--- src/rtl/alucalcm.sv ---
// LCM stage: latches a, b and their GCD g, forms a*b with a shift-add multiplier,
// then divides by g with a restoring divider and reports the 2*WIDTH-bit quotient.
module alucalcm #(
    parameter int WIDTH = 8
) (
    input  logic                 clk,
    input  logic                 reset,
    input  logic                 start,
    input  logic [WIDTH-1:0]     a,
    input  logic [WIDTH-1:0]     b,
    input  logic [WIDTH-1:0]     g,
    output logic                 done,
    output logic                 busy,
    output logic                 err,
    output logic [2*WIDTH-1:0]   result
);

    localparam int CW = $clog2(2 * WIDTH) + 1;

    typedef enum logic [1:0] {
        S_IDLE = 2'd0,
        S_MULT = 2'd1,
        S_DIV  = 2'd2,
        S_DONE = 2'd3
    } state_t;

    state_t               state_q, state_d;
    logic [2*WIDTH-1:0]   mcand_q, mcand_d;
    logic [WIDTH-1:0]     mplier_q, mplier_d;
    logic [WIDTH-1:0]     div_q, div_d;
    logic [2*WIDTH-1:0]   acc_q, acc_d;
    logic [WIDTH:0]       rem_q, rem_d;
    logic [CW-1:0]        cnt_q, cnt_d;
    logic                 done_q, done_d;
    logic                 busy_q, busy_d;
    logic                 err_q, err_d;
    logic [2*WIDTH-1:0]   result_q, result_d;

    logic [WIDTH:0]       rem_shift_s;
    logic                 rem_ge_s;

    // The remainder never exceeds g-1, so shifting in the next dividend bit fits in WIDTH+1 bits.
    assign rem_shift_s = {rem_q[WIDTH-1:0], acc_q[2*WIDTH-1]};
    assign rem_ge_s    = (rem_shift_s >= {1'b0, div_q});

    // Next-state and datapath update for the handshake, multiply and divide phases.
    always_comb begin
        state_d  = state_q;
        mcand_d  = mcand_q;
        mplier_d = mplier_q;
        div_d    = div_q;
        acc_d    = acc_q;
        rem_d    = rem_q;
        cnt_d    = cnt_q;
        err_d    = err_q;
        result_d = result_q;
        done_d   = (state_q == S_DONE);

        case (state_q)
            S_IDLE: begin
                if (start) begin
                    mcand_d  = {{WIDTH{1'b0}}, a};
                    mplier_d = b;
                    div_d    = g;
                    acc_d    = '0;
                    rem_d    = '0;
                    cnt_d    = '0;
                    err_d    = 1'b0;
                    if (g == '0) begin
                        err_d    = 1'b1;
                        result_d = '0;
                        state_d  = S_DONE;
                    end else if ((a == '0) || (b == '0)) begin
                        result_d = '0;
                        state_d  = S_DONE;
                    end else begin
                        state_d  = S_MULT;
                    end
                end else begin
                    state_d = S_IDLE;
                end
            end
            S_MULT: begin
                if (mplier_q[0]) begin
                    acc_d = acc_q + mcand_q;
                end else begin
                    acc_d = acc_q;
                end
                mcand_d  = mcand_q << 1;
                mplier_d = mplier_q >> 1;
                if (cnt_q == CW'(WIDTH - 1)) begin
                    cnt_d   = '0;
                    rem_d   = '0;
                    state_d = S_DIV;
                end else begin
                    cnt_d   = cnt_q + CW'(1);
                end
            end
            S_DIV: begin
                if (rem_ge_s) begin
                    rem_d = rem_shift_s - {1'b0, div_q};
                end else begin
                    rem_d = rem_shift_s;
                end
                acc_d = {acc_q[2*WIDTH-2:0], rem_ge_s};
                if (cnt_q == CW'(2 * WIDTH - 1)) begin
                    result_d = {acc_q[2*WIDTH-2:0], rem_ge_s};
                    cnt_d    = '0;
                    state_d  = S_DONE;
                end else begin
                    cnt_d    = cnt_q + CW'(1);
                end
            end
            S_DONE: begin
                state_d = S_IDLE;
            end
            default: begin
                state_d = S_IDLE;
            end
        endcase

        busy_d = (state_d != S_IDLE);
    end

    // State and output registers; reset abandons any request in flight.
    always_ff @(posedge clk or posedge reset) begin
        if (reset) begin
            state_q  <= S_IDLE;
            mcand_q  <= '0;
            mplier_q <= '0;
            div_q    <= '0;
            acc_q    <= '0;
            rem_q    <= '0;
            cnt_q    <= '0;
            done_q   <= 1'b0;
            busy_q   <= 1'b0;
            err_q    <= 1'b0;
            result_q <= '0;
        end else begin
            state_q  <= state_d;
            mcand_q  <= mcand_d;
            mplier_q <= mplier_d;
            div_q    <= div_d;
            acc_q    <= acc_d;
            rem_q    <= rem_d;
            cnt_q    <= cnt_d;
            done_q   <= done_d;
            busy_q   <= busy_d;
            err_q    <= err_d;
            result_q <= result_d;
        end
    end

    assign done   = done_q;
    assign busy   = busy_q;
    assign err    = err_q;
    assign result = result_q;

endmodule

--- config.mk ---
export PLATFORM = sky130hd
export DESIGN_NAME = alucalcm
export DESIGN_NICKNAME = d
export VERILOG_FILES = /design/src/rtl/alucalcm.sv
export SDC_FILE = /design/constraint.sdc
export NUM_CORES = 1
export LEC_CHECK = 0
export CAP_MARGIN = 20
export CORE_AREA = 2 2 112 114
export DETAILED_ROUTE_END_ITERATION = 8
export DIE_AREA = 0 0 114 116
export PLACE_DENSITY_LB_ADDON = 0.12
export REMOVE_ABC_BUFFERS = 1
export SYNTH_ARGS = -nofsm -noshare
export SYNTH_HDL_FRONTEND = slang
export SYNTH_SLANG_ARGS = --single-unit
--- constraint.sdc ---
create_clock -name clk -period 7 [get_ports clk]
set_input_delay 2.1 -clock clk [delete_from_list [all_inputs] [get_ports clk]]
set_output_delay 2.1 -clock clk [all_outputs]
set_load 0.02 [all_outputs]
==> metrics.yaml, run 1 <==
status: "completed"
final_common_cell: "dfrtp_1"
wl_per_cell_um: 15.82
place_congestion: 0.9058
top_usage_layer: "met2"
grt_use_met1_pct: 25.38
fmaxAchievable_mhz: 256.9
remaining_drc_errors: 0
grt_max_degree: 83
cts_tree: "built"
root_buffer: "clkbuf_16"
ys_warn_count: 0
finClkSkew_ns: 0.007106
dieWidth_um: 114
maxSlewHeadroom_pct: 59.06
p_leak_nw: 2.463
synth-edff-count: 0
critical-path-top-delay-family: "compound AO/OA/AOI/OAI gates"
r2r_start: "state_q[1]$_DFF_PP0_"
worstMarginPinSlew_ns: 0.6127
drive_gt1_share_pct: 8.829
critPathMaxFanout: 11
grt_overflow: 0
cts_buffers: 9
core_area_sq_mm: 0.01191
viasPerCell: 5.443
cts.htree.levels: 3
synth_top_flop_cell: "dfrtp_1"
vias: 3636
crit_type: "in2reg"
cpPeakStageDelay_ns: 0.48
path_buf_inv: 1
hold_buffers: 0
routed_wl_um: 10570
hold_viol: 0
setup_viol: 0
setup_slack_ns: 3.108
maxCapViolCount: 0
antennaDiodeCount: 0
synthesis.area_sq_mm: 0.004668
vdd_drop_max_mv: 0.1545
timing.final.crit_share_pct: 55.61
setup-tns-final_ns: 0
met3_usage_pct: 4.707
grt_pass1_vias: 3530
synth-seq-area-share_pct: 43.96
synth_cells: 469
dr.first_iter.drc_count: 239
ys_async_sr_fraction_pct: 100.0
drt_pass1_iterations: 4
dpl.cell_count: 651
nets: 575
rows: 40
crit_start: "start"
cts_resized: 0
crit_chain: "clkdlybuf4s50_1 > and2b_4 > nor2_4 > o21a_1 > and3_1 > a221o_1 > a211o_1"
synthToLayoutAreaGrowth_pct: 20.37
layout_common_cells: "82 x dfrtp_1, 53 x nand2_1, 53 x o21ai_0, 45 x clkdlybuf4s50_1, 30 x ha_1"
use_met2_pct: 25.52
grt_use_total_pct: 17.56
startpoint_type: "input port"
antenna_found_initial: 0
syn_avg_cell_area_sq_um: 9.954
dieArea_sq_mm: 0.01322
die_y_um: 116
grt_first_pass_wirelength_um: 18040
port_buffers: 45
post_cts_buffers: 0
initial_core_util_pct: 39.19
fill_cells: 1162
fin_hold_ws_ns: 0.4839
clk_latency_ns: 0.35
clk_pin_slew_ns: 0.06
place_ws_ns: 2.735
dp_hpwl_um: 7810
period_needed_ns: 3.892
cts_buffer_depth: 2
ant_nets: 0
rsz0062_at_grt: "no"
cp_slowest_cell: "clkdlybuf4s50_1"
min_from: "err$_DFFE_PP0P_"
slew_viol_final: 0
critPathCaptureType: "flop"
cts_num_sinks: 82
netlist-cell-type-count: 55
hp-class: "reg2reg"
crit_required_ns: 7.23
power_density_mw_per_mm2: 350.0
io-pin-count: 46
synth-seq-cells: 82
final_cells: 668
cp.arrival_ns: 4.12
## cell families (layout without fill, tap and decap cells)
| kind of cell | after synthesis | after routing | share of synthesized area (%) |
|---|---|---|---|
| and+or+nand+nor | 120 | 120 | 12.49 |
| adders and majority gates | 32 | 32 | 8.898 |
| buffers and inverters | 39 | 91 | 3.484 |
| DFF | 82 | 82 | 43.96 |
| AOI/OAI and AO/OA | 150 | 150 | 21.28 |
| xor gates and xnor gates | 15 | 15 | 2.814 |
| muxes | 31 | 31 | 7.076 |
## per-layer routing
layer / share of wire [%] / up-vias
li1: - / 1815
met1: 52 / 1741
met2: 42 / 69
met3: 4.8 / 11
met4: 1.5 / 0
met5: 0 / -
## path summary, 6_finish.rpt
kind                                           end  slack, ns  cells past startpoint
setup / recovery             acc_q[13]$_DFFE_PP0P_       3.11                      7
hold / removal                     err$_DFFE_PP0P_       0.48                      2
hold reg to reg                    err$_DFFE_PP0P_       0.48                      2
min in group asynchronous   result[13]$_DFFE_PP0P_       2.09                      3
max in group asynchronous  mplier_q[5]$_DFFE_PP0P_       4.31                      4
setup reg to reg             acc_q[13]$_DFFE_PP0P_       4.47                      8
## power breakdown
group          total, mW  internal [mW]  switching, mW
registers          0.667          0.577         0.0904
clock network      0.512          0.314          0.198
logic              0.788          0.319          0.469
total               1.97           1.21          0.757
## registers in the layout (all words and copies together) (netlist names), 2 cells and up
name	count
acc_q	16
mcand_q	16
result	16
div_q	8
mplier_q	8
rem_q	8
cnt_q	5
state_q	2
## tightest hold or removal path: stages (launching register included)
cell and delay, ns:
dfrtp_1 0.34, nand2_1 0.05, o21ai_0 0.06
## synth_stat cells (3+ instances only)
| library cell | number | area share, % |
|---|---|---|
| nor2_1 | 22 | 1.8 |
| o21bai_1 | 3 | 0.48 |
| clkbuf_1 | 7 | 0.56 |
| o21ai_0 | 53 | 5.7 |
| nand2_1 | 53 | 4.3 |
| o21ai_1 | 5 | 0.54 |
| nor3b_1 | 3 | 0.48 |
| dfrtp_1 | 82 | 44 |
| nand3_1 | 3 | 0.32 |
| nor3_1 | 7 | 0.75 |
| a31oi_1 | 4 | 0.54 |
| o31ai_1 | 4 | 0.64 |
| a21o_1 | 3 | 0.48 |
| nand2b_1 | 8 | 1.1 |
| a211oi_1 | 5 | 0.80 |
| xnor2_1 | 12 | 2.3 |
| mux2_2 | 8 | 1.9 |
| mux2i_1 | 21 | 4.5 |
| a22oi_1 | 9 | 1.4 |
| buf_2 | 4 | 0.43 |
| ha_1 | 30 | 8.0 |
| a21oi_1 | 17 | 1.8 |
| a22o_1 | 23 | 4.3 |
| nor4_1 | 6 | 0.80 |
| nand4_1 | 4 | 0.54 |
| nor2b_1 | 5 | 0.67 |
| o21a_1 | 6 | 0.96 |
| xor2_1 | 3 | 0.56 |
| inv_1 | 23 | 1.8 |
## area by class of cell
class	instances	area, sq um	share of cell area [%]
Clock buffer	10	229.0	4.075
Clock inverter	6	90.09	1.603
Inverter	24	91.34	1.625
Multi-Input combinational cell	348	2457	43.73
Sequential cell	82	2052	36.52
Tap cell	147	183.9	3.273
Timing Repair Buffer	51	515.5	9.174
## per-stage QoR
step | util [%] | cell area (sq um) | total power, mW
global route | 47.17 | 5619 | 2.121
global placement | 44.20 | 5265 | 1.454
detailed placement | 44.26 | 5273 | 1.465
CTS | 46.94 | 5592 | 1.986
finish | 47.17 | 5619 | 1.967
floorplan | - | 4596 | 1.241
(Power assumes the default switching activity.)
==> inputs of run 2 (changes only) <==
clock period = 3.8 ns   (was 7 ns; I/O delays follow)
==> run 2 against run 1 <==
Register-to-register slack got worse by 3.2 ns; global-route usage barely moved; sequential power rose by 84%; wire length rose by 3.9%; first-iteration DRC count fell by 33%; combinational power rose by 85%; design area fell by 0.29%; critical path type unchanged; largest cell class unchanged; highest routed layer unchanged.
==> metrics.yaml, run 2 (synthesized netlist as in run 1, its figures left out) <==
clk_latency_ns: 0.35  # about the same
final_common_cell: "dfrtp_1"  # unchanged
io-pin-count: 46  # unchanged
cts_tree: "built"  # unchanged
vias: 3692  # was 3636
die_y_um: 116  # unchanged
multi_input_area_sq_mm: 0.002457  # unchanged
cts_buffers: 9  # unchanged
crit_required_ns: 4.03  # was 7.23 ns
grt_max_degree: 45  # was 83
drt_pass1_iterations: 4  # unchanged
dr.first_iter.drc_count: 160  # was 239
cts_resized: 0  # unchanged
rsz0062_at_grt: "no"  # unchanged
layout_common_cells: "82 x dfrtp_1, 53 x nand2_1, 53 x o21ai_0, 45 x clkdlybuf4s50_1, 30 x ha_1"  # unchanged
status: "completed"  # unchanged
grt_first_pass_wirelength_um: 18130  # was 18040 um
cpPeakStageDelay_ns: 0.45  # was 0.48 ns
antennaDiodeCount: 0  # unchanged
slew_viol_final: 0  # unchanged
critical-path-top-delay-family: "compound AO/OA/AOI/OAI gates"  # unchanged
cp.arrival_ns: 3.07  # was 4.12 ns
dieArea_sq_mm: 0.01322  # unchanged
grt_overflow: 0  # unchanged
critPathCaptureType: "flop"  # unchanged
setup_viol: 0  # unchanged
top_usage_layer: "met2"  # unchanged
grt_pass1_vias: 3615  # was 3530
final_core_util_pct: 47.04  # was 47.17%
viasPerCell: 5.527  # was 5.443
cts.htree.levels: 3  # unchanged
place_congestion: 0.8069  # was 0.9058
use_met2_pct: 27.70  # was 25.52%
timing.final.crit_share_pct: 74.59
startpoint_type: "input port"  # unchanged
fill_cells: 1137  # was 1162
initial_core_util_pct: 39.19  # unchanged
finalPower_mw: 3.608  # was 1.967 mW
path_buf_inv: 1  # unchanged
fmaxAchievable_mhz: 352.8
clk_pin_slew_ns: 0.07  # was 0.06 ns
hold_viol: 0  # unchanged
cp_slowest_cell: "clkdlybuf4s50_1"  # unchanged
met3_usage_pct: 3.086  # was 4.707%
power_density_mw_per_mm2: 643.9  # was 350.0 mW/mm^2
post_cts_buffers: 0  # unchanged
port_buffers: 45  # unchanged
dieWidth_um: 114  # unchanged
period_needed_ns: 2.835
maxSlewHeadroom_pct: 47.33  # was 59.06%
nets: 575  # unchanged
vdd_drop_max_mv: 0.3242  # was 0.1545 mV
synthToLayoutAreaGrowth_pct: 20.02  # was 20.37%
maxCapViolCount: 0  # unchanged
core_area_sq_mm: 0.01191  # unchanged
wl_per_cell_um: 16.45  # was 15.82 um
p_leak_nw: 2.460  # was 2.463 nW
crit_chain: "clkdlybuf4s50_1 > and2b_4 > nor2_4 > o21a_1 > and3_1 > a221o_1 > a211o_1"  # unchanged
routed_wl_um: 10990  # was 10570 um
drive_gt1_share_pct: 9.021  # was 8.829%
remaining_drc_errors: 0  # unchanged
hold_buffers: 0  # unchanged
cts_num_sinks: 82  # unchanged
finClkSkew_ns: 0.009313  # was 0.007106 ns
critPathMaxFanout: 11  # unchanged
hp-class: "reg2reg"  # unchanged
crit_type: "in2reg"  # unchanged
grt_use_total_pct: 17.55  # was 17.56%
setup-tns-final_ns: 0  # unchanged
fin_hold_ws_ns: 0.4882  # was 0.4839 ns
worstMarginPinSlew_ns: 0.7891  # was 0.6127 ns
antenna_found_initial: 0  # unchanged
dp_hpwl_um: 8242  # was 7810 um
grt_use_met1_pct: 24.30  # was 25.38%
rows: 40  # unchanged
root_buffer: "clkbuf_16"  # unchanged
seq_area_sq_mm: 0.002052  # unchanged
ant_nets: 0  # unchanged
cts_buffer_depth: 2  # unchanged
-- run 2: cell types whose count changed in the layout (fill, tap and decap cells not counted), sizes merged --
cell	previous run	this run
inv	24	27
bufinv	2	1
clkbuf	10	9
clkinvlp	1	0
-- run 2: cell type report --
type / instances / share of cell area, %
clock buffer: 9 / 4.020
clock inverter: 7 / 1.519
inverter: 24 / 1.630
multi-input combinational: 348 / 43.86
sequential: 82 / 36.62
tap: 147 / 3.283
timing repair buffer: 51 / 9.067
-- run 2: worst min-delay path, delay by kind of cell, from the launching register on --
family             cells  cell delay (ns)
DFF                    1             0.35
AOI/OAI and AO/OA      1             0.06
and+or+nand+nor        1             0.05
-- run 2: through the flow --
step           instance area, sq um  worst slack [ns]  std cells
2_1_floorplan                  4596            0.5516        454
3_3_place_gp                   5293            0.6559        652
3_5_place_dp                   5293            0.6126        652
4_1_cts                        5603            0.9642        668
5_1_grt                        5603            0.7658        668
6_report                       5603            0.9654        668
-- run 2: worst paths after layout --
path / slack, ns / endpoint / depth (start not counted) / startpoint
setup / recovery: 0.97 / acc_q[13]$_DFFE_PP0P_ / 7 / start
hold reg to reg: 0.49 / err$_DFFE_PP0P_ / 2 / err$_DFFE_PP0P_
setup reg to reg: 1.30 / acc_q[10]$_DFFE_PP0P_ / 10 / acc_q[0]$_DFFE_PP0P_
max in group asynchronous: 1.89 / state_q[1]$_DFF_PP0_ / 3 / reset
hold / removal: 0.49 / err$_DFFE_PP0P_ / 2 / err$_DFFE_PP0P_
min in group asynchronous: 1.24 / result[11]$_DFFE_PP0P_ / 2 / reset
-- run 2: per-layer routing --
layer | up-vias | part of all wire (%)
li1 | 1810 | -
met1 | 1780 | 49
met2 | 91 | 45
met3 | 11 | 4.9
met4 | 0 | 1.3
met5 | - | 0
-- run 2: where the power goes --
group | total, mW | switching (mW) | internal (mW)
registers | 1.23 | 0.170 | 1.06
clock network | 0.917 | 0.394 | 0.523
logic | 1.46 | 0.867 | 0.591
total | 3.61 | 1.43 | 2.18
